## config.mk

```make
export PLATFORM = sky130hd
export DESIGN_NAME = psum_accumulator
export DESIGN_NICKNAME = d
export VERILOG_FILES = /design/src/rtl/psum_accumulator.sv
export SDC_FILE = /design/constraint.sdc
export NUM_CORES = 1
export LEC_CHECK = 0
export CORE_UTILIZATION = 34
export CTS_CLUSTER_DIAMETER = 150
export DETAILED_ROUTE_END_ITERATION = 6
export GPL_TIMING_DRIVEN = 0
export HOLD_SLACK_MARGIN = 0.15
export SLEW_MARGIN = 10
export SYNTH_ARGS = -nofsm -noshare
export SYNTH_HDL_FRONTEND = slang
export SYNTH_SLANG_ARGS = --single-unit
```

## constraint.sdc

```tcl
create_clock -name clk_i -period 4 [get_ports clk_i]
set_input_delay 0.6 -clock clk_i [delete_from_list [all_inputs] [get_ports clk_i]]
set_output_delay 0.6 -clock clk_i [all_outputs]
set_load 0.05 [all_outputs]
```

## src/rtl/psum_accumulator.sv

```systemverilog
// rtl/psum_accumulator.sv - multi-channel fixed-point partial-sum accumulator with overflow/saturation
module psum_accumulator #(
    parameter int I_WIDTH = 8,
    parameter int F_WIDTH = 8,
    parameter int N_CH    = 4,
    parameter int CNT_W   = 8
) (
    input  logic                             clk_i,
    input  logic                             rst_i,
    input  logic                             valid_i,
    output logic                             ready_o,
    input  logic [N_CH*(I_WIDTH+F_WIDTH)-1:0] data_i,
    input  logic [CNT_W-1:0]                 len_i,
    input  logic                             add_en_i,
    input  logic                             sat_en_i,
    output logic                             valid_o,
    input  logic                             ready_i,
    output logic [N_CH*(I_WIDTH+F_WIDTH)-1:0] sum_o,
    output logic [N_CH-1:0]                  ovf_o
);

    localparam int W = I_WIDTH + F_WIDTH;
    localparam logic [W-1:0] SAT_MAX = {1'b0, {(W-1){1'b1}}};
    localparam logic [W-1:0] SAT_MIN = {1'b1, {(W-1){1'b0}}};

    typedef enum logic {
        ST_ACC,
        ST_OUT
    } state_t;

    state_t              state;
    logic [CNT_W-1:0]    cnt;
    logic [CNT_W-1:0]    len_q;
    logic [N_CH*W-1:0]   acc_q;
    logic [N_CH*W-1:0]   acc_d;
    logic [N_CH-1:0]     ovf_q;
    logic [N_CH-1:0]     ovf_d;
    logic                accept;
    logic                last_beat;

    logic [W:0]          lane_sum;
    logic [W-1:0]        lane_acc;
    logic [W-1:0]        lane_op;
    logic [W-1:0]        lane_f;
    logic                lane_ovf;

    // Input is only taken while collecting a group; a pending result blocks new beats.
    assign ready_o = (state == ST_ACC);
    assign accept  = valid_i && ready_o;

    // The first beat decides group length from len_i directly (len_q is not loaded yet).
    assign last_beat = (cnt == '0) ? (len_i <= CNT_W'(1))
                                   : (({1'b0, cnt} + {{CNT_W{1'b0}}, 1'b1}) == {1'b0, len_q});

    // Per-lane next accumulator and sticky overflow for the beat on data_i.
    always_comb begin
        acc_d    = acc_q;
        ovf_d    = ovf_q;
        lane_sum = '0;
        lane_acc = '0;
        lane_op  = '0;
        lane_f   = '0;
        lane_ovf = 1'b0;
        for (int k = 0; k < N_CH; k++) begin
            lane_acc = acc_q[k*W +: W];
            lane_op  = data_i[k*W +: W];
            lane_sum = {lane_acc[W-1], lane_acc} + {lane_op[W-1], lane_op};
            lane_ovf = (lane_sum[W] != lane_sum[W-1]);
            if (lane_ovf && sat_en_i) begin
                lane_f = lane_sum[W] ? SAT_MIN : SAT_MAX;
            end else begin
                lane_f = lane_sum[W-1:0];
            end
            if (cnt == '0) begin
                acc_d[k*W +: W] = lane_op;
                ovf_d[k]        = 1'b0;
            end else if (add_en_i) begin
                acc_d[k*W +: W] = lane_f;
                ovf_d[k]        = ovf_q[k] | lane_ovf;
            end else begin
                acc_d[k*W +: W] = lane_op;
                ovf_d[k]        = ovf_q[k];
            end
        end
    end

    // Control FSM: collect beats in ACC, present the registered result in OUT until taken.
    always_ff @(posedge clk_i) begin
        if (rst_i) begin
            state   <= ST_ACC;
            cnt     <= '0;
            len_q   <= '0;
            acc_q   <= '0;
            ovf_q   <= '0;
            sum_o   <= '0;
            ovf_o   <= '0;
            valid_o <= 1'b0;
        end else begin
            case (state)
                ST_ACC: begin
                    if (accept) begin
                        acc_q <= acc_d;
                        ovf_q <= ovf_d;
                        if (cnt == '0) begin
                            len_q <= (len_i == '0) ? CNT_W'(1) : len_i;
                        end
                        if (last_beat) begin
                            cnt     <= '0;
                            sum_o   <= acc_d;
                            ovf_o   <= ovf_d;
                            valid_o <= 1'b1;
                            state   <= ST_OUT;
                        end else begin
                            cnt <= cnt + CNT_W'(1);
                        end
                    end
                end
                ST_OUT: begin
                    if (ready_i) begin
                        valid_o <= 1'b0;
                        state   <= ST_ACC;
                    end
                end
                default: state <= ST_ACC;
            endcase
        end
    end

endmodule

```

* Yosys cells after proc, flatten, opt, wreduce, memory -nomap -nowiden
Index checks and enable logic that the tools add are counted. W data, S select, Z words.
Storage, ports and cells: output and inout port bits 70, register bits after elaboration 154, logic and storage cells 74, input bits 78
Cells by class: equality and inequality tests 8, add/sub/neg operators 6, multiplexer cells 35, reductions and logical operators 11, magnitude comparators 1, bitwise operators 5
Operators by type and width (count):
- $mux W16 | 16
- $add A16 B16 Y17 | 4
- $logic_not A8 Y1 | 2
- $mux W8 | 2
- $mux W1 | 15
- $add A8 B1 Y9 const B | 1
- $eq A9 B8 Y1 | 1
- $reduce_and A3 Y1 | 3
- $add A8 B1 Y8 const B | 1
- $le A8 B1 Y1 const B | 1
- $logic_and A1 B1 Y1 | 5
- $ne A1 B1 Y1 | 4
- $ne A2 B1 Y1 const B | 2
- $or A1 B1 Y1 | 4
- $pmux W1 S2 | 2
- $ne A2 B2 Y1 const B | 1
- $reduce_and A2 Y1 | 1
- $not A1 Y1 | 1

* Depth between registers and ports, before layout
Gate-level depths: netlist of run 1.
depth after elaboration 6, mapped depth 13, mapped depth without buffers 12

* Worst setup path after synthesis of run 1
No wires, ideal clock.
path type input -> register, start point input data_i[32], end point register acc_q[41], arrival 3070 ps, setup slack 844 ps, required time 3914 ps, setup time 86 ps, cell stages on the path 13, buffers on the path 1, cell sequence ha_1 > inv_1 > fa_1 > nand2b_1 > a21oi_1 > o41a_1 > a41oi_1 > o21ai_2 > or4b_1 > clkbuf_1 > nand2_1 > a22oi_1 > a211oi_1
On the way: longest elaborated chain between the ends 6, elaborated cells between the ends (all ways) 7, those cells by class add/sub (1); eq/ne (1); mux (4); reduce/logical (1)
RTL lines:
- start, declared | RTL line 12 | input logic [N_CH*(I_WIDTH+F_WIDTH)-1:0] data_i,
- $add A16 B16 Y17 (*) | RTL line 67 | lane_sum = {lane_acc[W-1], lane_acc} + {lane_op[W-1], lane_op};
- $ne A1 B1 Y1 | RTL line 68 | lane_ovf = (lane_sum[W] != lane_sum[W-1]);
- $logic_and A1 B1 Y1 | RTL line 69 | if (lane_ovf && sat_en_i) begin
- $mux W16 (*) | RTL line 69
- $mux W16 (*) | RTL line 77 | end else if (add_en_i) begin
- $mux W16 (*) | RTL line 74 | if (cnt == '0) begin
- end signal, assigned | RTL line 93 | acc_q <= '0;
- end signal, assigned | RTL line 102 | acc_q <= acc_d;
- end, declared | RTL line 34 | logic [N_CH*W-1:0] acc_q;
Every way passes the cells marked *; elsewhere a longest branch is shown, timed or not. A chain may end at the register's enable or synchronous reset.

* Worst setup path after layout of run 1
start point input data_i[32], end point register sum_o[41]
On the way: longest elaborated chain between the ends 6, elaborated cells between the ends (all ways) 7, those cells by class add/sub (1); eq/ne (1); mux (4); reduce/logical (1)
RTL lines:
- $add A16 B16 Y17 (*) | RTL line 67
- $ne A1 B1 Y1 | RTL line 68
- $logic_and A1 B1 Y1 | RTL line 69
- $mux W16 (*) | RTL line 69
- $mux W16 (*) | RTL line 77
- $mux W16 (*) | RTL line 74
- end signal, assigned | RTL line 95 | sum_o <= '0;
- end signal, assigned | RTL line 109 | sum_o <= acc_d;
- end, declared | RTL line 18 | output logic [N_CH*(I_WIDTH+F_WIDTH)-1:0] sum_o,
Marks and branches as above.

==> impl_results.md, run 1 <==
* Outcome: complete, no violations
* Pre-CTS setup slack at -0.660 ns
* Post-synth ARST share at 0%
* Crit. End Element: register
* Largest net degree at the start of global routing at 17
* CTS tree: yes
* Final worst setup slack at approximately 0.12 ns
* Post-Syn Area at 0.0101 mm²
* Grt ovf at 0
* Area contributors post-synth: dfxtp_1, ha_1, nand2_1
* CTS sink cnt at about 150
* Routed length per instance at 21.1 µm
* Max_slew headroom at 25.8%
* Hold Slack at 0.464 ns
* HPWL Detailed at 28900 µm
* Top FF cell, synth: dfxtp_1
* # IOs at between 100 and 150
* Syn_nets at 1463
* Top cell type's share of synthesized area at 30.5%
* First-pass detailed-route iteration total at 5
* Period minus WS final at 3.88 ns
* CTS H-tree depth at 4
* Die area at between 0.03 and 0.04 mm²
* Final Skew at between 0.01 and 0.015 ns
* Worst flop-to-flop path endpoint: acc_q[12]
* Hold Path Stages at 2
* Pwr/cell area at 390 mW/mm²
* Mean Syn Cell Area at 7.70 µm²
* Cts hold-fix bufs at 0
* WL final at ~39000 µm
* Unique masters post-synth at 70
* Clock latency on the worst-skew pair at 0.44 ns
* Startpoint types: input port
* Clock Path Buffers at 2
* Hold_sp: sum_o[10]
* Cell taking the most area after synthesis: dfxtp_1
* Area Growth Syn to Fin at 25.4%
* Via-to-Cell Ratio at about 5.8
* Vias in the first global route at 10315
* Post-route cell area at 0.0127 mm²
* 1st-iter DRT viols at ~950
* Worst-path clk slew at 0.06 ns
* Total track usage at 25.9%
* Hold worst-path end: sum_o[10]
* Nets at 1626
* Final setup vio count at 0
* HP Class: register to register
* Setup Crit Path Kind: input port to register
* RSZ-0062 raised after global routing: true
* Leakage at approximately 4.8 nW
* EDFF count, synth at 0
* Number of diodes at 0
* Pwr Total at 4.95 mW
* FF-to-FF path depth at 9
* DRC viols at 0
* Max Freq at 257 MHz
* Crit share post-route at 97.1%
* Fin Setup TNS at 0 ns
* Die height at 175 µm
* Setup bufs post-CTS at 0
* CP arrival at 4.23 ns
* TritonCTS Buffers at 17
* Antenna violations before repair at 1
* R2R Setup Slk at 0.21 ns
* Fin. Hold Viols at 0
* Max cap viols at 0
* Vias at 10860
* Root buffer cell: clkbuf_16
* GP Congestion at between 0.8 and 0.9
* Critical R2R Launch: cnt[0]
* DP Area at 0.0121 mm²
* Antenna viol nets, final at 0
* Global-route wire length before repair at roughly 60000 µm
* Core area at just under 0.03 mm²
* Width of the die at 175 µm
* Initial core utilization at a little over a third
* Maximum vdd drop at roughly 0.28 mV
* Synth Warn # at 0
* Max-slew violations at 0
* Share of layout cells above drive strength 1 at 4.70%
* Req. time, crit path at 4.35 ns
* Worst-Margin Slew at 1.11 ns
* Worst-path fanout max at 7
* # rows at 62
* Synth Instances at 1315
* Sequential fraction of the synthesis area at 30.5%
* #FFs+latches synth at roughly 150
* # port buffers at 146
layout by cell type, fill, tap and decap left out, drive strengths merged, types with 5 or more instances in the layout:
cell type,netlist,routed
a22oi,6,6
a2111oi,7,7
a31oi,52,52
nor2,140,140
xnor2,38,38
clkbuf,62,84
xor2,20,20
and3,8,8
nor2b,11,11
clkdlybuf4s50,0,146
a211o,6,6
dfxtp,154,154
o211ai,12,12
a221oi,22,22
nor3,43,43
mux2i,5,5
o2111ai,7,7
a211oi,47,47
nand4,9,9
and2,11,11
a21oi,103,103
a21o,22,22
nand2b,20,20
ha,66,66
nand3,43,43
a311oi,21,21
o21a,8,8
nand2,161,161
or3,8,8
inv,33,33
o21bai,22,22
buf,18,18
o21ai,75,75
sequential cells by signal, indices dropped and copies added, names as in the netlist:
| signal | flops |
|---|---|
| acc_q | 64 |
| cnt | 8 |
| len_q | 8 |
| ovf_o | 4 |
| ovf_q | 4 |
| state | 1 |
| sum_o | 64 |
| valid_o | 1 |
what timing repair did:
item / CTS / global route
endpoints found under the hold margin: 0 / 0
setup endpoints to repair: 11 / 51
pin swaps: 0 / 1
gates resized for setup: 2 / 7
routing by layer:
layer / vias up / share of wire, % / track usage [%]
met5: - / 0.033 / 0
met4: 2 / 3.3 / 10.5
met3: 73 / 7.7 / 4.79
met2: 466 / 44 / 40.7
met1: 5172 / 45 / 34.8
li1: 5147 / - / -
cells by family (layout without fill, tap and decap cells):
logic type	after synthesis	in the layout	synth area share [%]
AO/OA/AOI/OAI	435	435	28.9
XOR/XNOR	58	58	5.02
adder cells (fa/ha/maj)	70	70	8.95
buffers and inverters	114	289	4.49
flip-flops	154	154	30.5
multiplexers	6	6	0.643
AND/OR/NAND/NOR	478	478	21.6
worst max-delay path by stage:
| stage | to | cells past startpoint | start |
|---|---|---|---|
| floorplan | acc_q[41] | 13 | data_i[32] |
| global placement | sum_o[57] | 13 | data_i[48] |
| detailed placement | acc_q[57] | 13 | data_i[48] |
| CTS | acc_q[57] | 13 | data_i[48] |
| global route | acc_q[1] | 12 | data_i[1] |
| finish | sum_o[41] | 14 | data_i[32] |
worst max-delay path, stage by stage:
cell             delay, ns
clkdlybuf4s50_1       0.54
ha_1                  0.22
inv_1                 0.06
fa_1                  0.41
nand2b_1              0.18
a21oi_1               0.21
o41a_1                0.25
a41oi_1               0.25
o21ai_2               0.36
or4b_1                0.48
clkbuf_1              0.21
nand2_1               0.10
a22oi_1               0.09
a211oi_1              0.25
layout make-up:
type,count,area (µm²)
repair buffers,146,1460
inverters,34,128
clock buffers,24,502
flip-flops and latches,154,3080
plain buffers,78,320
multi-input cells,1047,6610
fillers,2983,16300
well taps,384,480
clock inverters,7,113
power breakdown:
group / switching, mW / internal [mW]
combinational: 0.946 / 0.564
sequential: 0.0617 / 1.62
clock: 0.694 / 1.06
Yosys cell counts (8+ instances only):
library cell  number
o211ai_1          12
ha_1              66
a31oi_1           51
nand4_1            9
a21oi_1           99
o21ai_0           64
nand3_1           43
a221oi_1          22
nor3_1            42
xor2_1            20
and3_1             8
dfxtp_1          154
o21a_1             8
clkbuf_1          62
nor2b_1           10
or3_1              8
buf_2             12
a21o_1            22
a311oi_1          21
nand2b_1          20
inv_1             32
nand2_1          161
o21bai_1          22
a211oi_1          47
and2_1            11
xnor2_1           38
nor2_1           138
stage by stage:
step / instances / utilization, %
floorplan: 1315 / -
global placement: 1845 / 41.6
detailed placement: 1845 / 41.6
CTS: 1876 / 43.7
global route: 1874 / 43.8
finish: 1874 / 43.8
(Power assumes the default switching activity.)
==> run 2: changes to the inputs <==
SKIP_LAST_GASP = 1   (was unset)
==> results of run 2 <==
The final DEF is identical to that of run 1; final timing and power are the same.
==> run 3: changes to the inputs <==
CORE_ASPECT_RATIO = 1.4   (was unset)
SKIP_CTS_REPAIR_TIMING = 1   (was unset)
SLEW_MARGIN = 20   (was 10)
==> run 3 against run 2 <==
  * Clock-buffer cell count is 4 lower
  * Design area is 0.41% higher
  * Utilization is 0.19 points lower
  * Clock power hardly changed
  * Final cell count is 0.11% higher
  * Combinational power hardly changed
  * Routed wire length is 1.3% higher
  * First-iteration DRC count is 24% lower
  * Sequential share of layout area is 0.10 points lower
  * Largest cell class unchanged
==> impl_results.md, run 3 (same netlist as run 1, synthesis figures left out) <==
* 1st-iter DRT viols at 719 (was 945)
* Final core utilization at 43.6% (was 43.8%)
* Clock Path Buffers at 2 (unchanged)
* Vias in the first global route at 10377 (was 10315)
* Pwr Total at 4.98 mW (was 4.95 mW)
* Crit path largest cell delay at 0.50 ns (was 0.54 ns)
* Final Skew at 0.0116 ns (was 0.0122 ns)
* Crit. End Element: register (unchanged)
* Crit path cell chain: clkdlybuf4s50_1, ha_1, inv_1, fa_1, nor2b_1, o31a_1, o2111a_1, o31ai_1, and4_1, a21oi_1, clkbuf_1, and2_1, a2111oi_1, nor3_1 (was clkdlybuf4s50_1, ha_1, inv_1, fa_1, nand2b_1, a21oi_1, o41a_1, a41oi_1, o21ai_2, or4b_1, clkbuf_1, nand2_1, a22oi_1, a211oi_1)
* # IOs at 148 (unchanged)
* DP Area at 0.0121 mm² (about the same)
* Share of layout cells above drive strength 1 at 5.21% (was 4.70%)
* Number of diodes at 0 (unchanged)
* Req. time, crit path at 4.30 ns (was 4.35 ns)
* Core area at 0.0293 mm² (was 0.0290 mm²)
* GP Congestion at 0.927 (was 0.899)
* Area Growth Syn to Fin at 26.0% (was 25.4%)
* First-pass detailed-route iteration total at 5 (unchanged)
* Hold Slack at 0.464 ns (about the same)
* Initial core utilization at 34.6% (was 34.9%)
* Maximum vdd drop at 0.245 mV (was 0.282 mV)
* Clock latency on the worst-skew pair at 0.44 ns (about the same)
* Via-to-Cell Ratio at 5.79 (was 5.80)
* Hold worst-path end: ovf_q[3] (was sum_o[10])
* HP Class: register to register (unchanged)
* Max-slew violations at 0 (unchanged)
* CP arrival at 4.15 ns (was 4.23 ns)
* CTS H-tree depth at 4 (unchanged)
* Total track usage at 26.1% (was 25.9%)
* Outcome: complete, no violations (unchanged)
* CP max stage cell: o31ai_1 (was clkdlybuf4s50_1)
* Width of the die at 148 µm (was 175 µm)
* DRC viols at 0 (unchanged)
* Fin. Hold Viols at 0 (unchanged)
* Largest net degree at the start of global routing at 17 (unchanged)
* Most common cell after layout, fill and taps aside: nand2_1 (unchanged)
* Pre-CTS setup slack at -0.582 ns (was -0.660 ns)
* Worst-path fanout max at 10 (was 7)
* Hold Path Stages at 2 (unchanged)
* TritonCTS Buffers at 17 (unchanged)
* Fin Setup TNS at 0 ns (unchanged)
* Final worst setup slack at 0.148 ns (was 0.116 ns)
* Post-route cell area at 0.0127 mm² (about the same)
* Crit share post-route at 96.3% (was 97.1%)
* Period minus WS final at 3.85 ns (was 3.88 ns)
* # port buffers at 146 (unchanged)
* Antenna violations before repair at 0 (was 1)
* Registers with the most flip-flops: acc_q x64, sum_o x64 (unchanged)
* Worst-path clk slew at 0.07 ns (was 0.06 ns)
* Most frequent cells in the layout: nand2_1, dfxtp_1, clkdlybuf4s50_1 (unchanged)
* Max_slew headroom at 29.1% (was 25.8%)
* Worst flop-to-flop path endpoint: acc_q[12] (unchanged)
* Placed insts at 1841 (was 1845)
* Pwr/cell area at 391 mW/mm² (was 390 mW/mm²)
* # rows at 74 (was 62)
* Startpoint types: input port (unchanged)
* Max Freq at 260 MHz (was 257 MHz)
* Routed length per instance at 21.3 µm (was 21.1 µm)
* Max cap viols at 0 (unchanged)
* Vias at 10856 (was 10860)
* Nets at 1632 (was 1626)
* Setup Crit Path Kind: input port to register (unchanged)
* Final setup vio count at 0 (unchanged)
* WL final at 40000 µm (was 39500 µm)
* R2R Setup Slk at 0.43 ns (was 0.21 ns)
* FF-to-FF path depth at 9 (unchanged)
* CTS sink cnt at 154 (unchanged)
* Hold_sp: ovf_q[3] (was sum_o[10])
* Die area at 0.0305 mm² (about the same)
* Root buffer cell: clkbuf_16 (unchanged)
* CTS tree: yes (unchanged)
* Antenna viol nets, final at 0 (unchanged)
* HPWL Detailed at 29900 µm (was 28900 µm)
* Global-route wire length before repair at 59700 µm (was 60100 µm)
* Grt ovf at 0 (unchanged)
* RSZ-0062 raised after global routing: true (unchanged)
* Leakage at 4.86 nW (was 4.84 nW)
* Non-Filler Instances at 1876 (was 1874)
* Die height at 206 µm (was 175 µm)
* Worst-Margin Slew at 1.06 ns (was 1.11 ns)
* Critical R2R Launch: cnt[0] (unchanged)
-- run 3: layout make-up --
type / instances / area, µm²
Fill cell: 3022 / 16500
Multi-Input combinational cell: 1047 / 6630
Sequential cell: 154 / 3080
Timing Repair Buffer: 151 / 1500
Tap cell: 380 / 475
Clock buffer: 20 / 447
Buffer: 79 / 323
Clock inverter: 11 / 169
Inverter: 34 / 128
-- run 3: routing by layer --
layer | vias up | GRT usage, % | wire, µm
li1 | 5170 | - | -
met1 | 5143 | 30.8 | 15900
met2 | 439 | 45.5 | 19600
met3 | 104 | 3.36 | 2400
met4 | 0 | 15.0 | 2010
met5 | - | 0 | 0
-- run 3: worst max-delay path: cells and delay by family --
kind,cells,cell delay (ns)
fa+ha+maj,2,0.44
buf+inv,3,0.83
simple gates,4,0.71
compound gates,5,1.58
-- run 3: worst max path at each step --
stage                end  cells after the start  startpoint
6_report       sum_o[55]                     14  data_i[48]
2_1_floorplan  acc_q[41]                     13  data_i[32]
4_1_cts        sum_o[57]                     13  data_i[48]
3_5_place_dp   sum_o[57]                     13  data_i[48]
3_3_place_gp   sum_o[57]                     13  data_i[48]
5_1_grt        acc_q[14]                     14   data_i[0]
-- run 3: power breakdown --
group / internal [mW] / total (mW) / switching (mW)
Sequential: 1.62 / 1.69 / 0.0645
Combinational: 0.573 / 1.52 / 0.950
Clock: 1.06 / 1.77 / 0.713
Total: 3.26 / 4.98 / 1.73
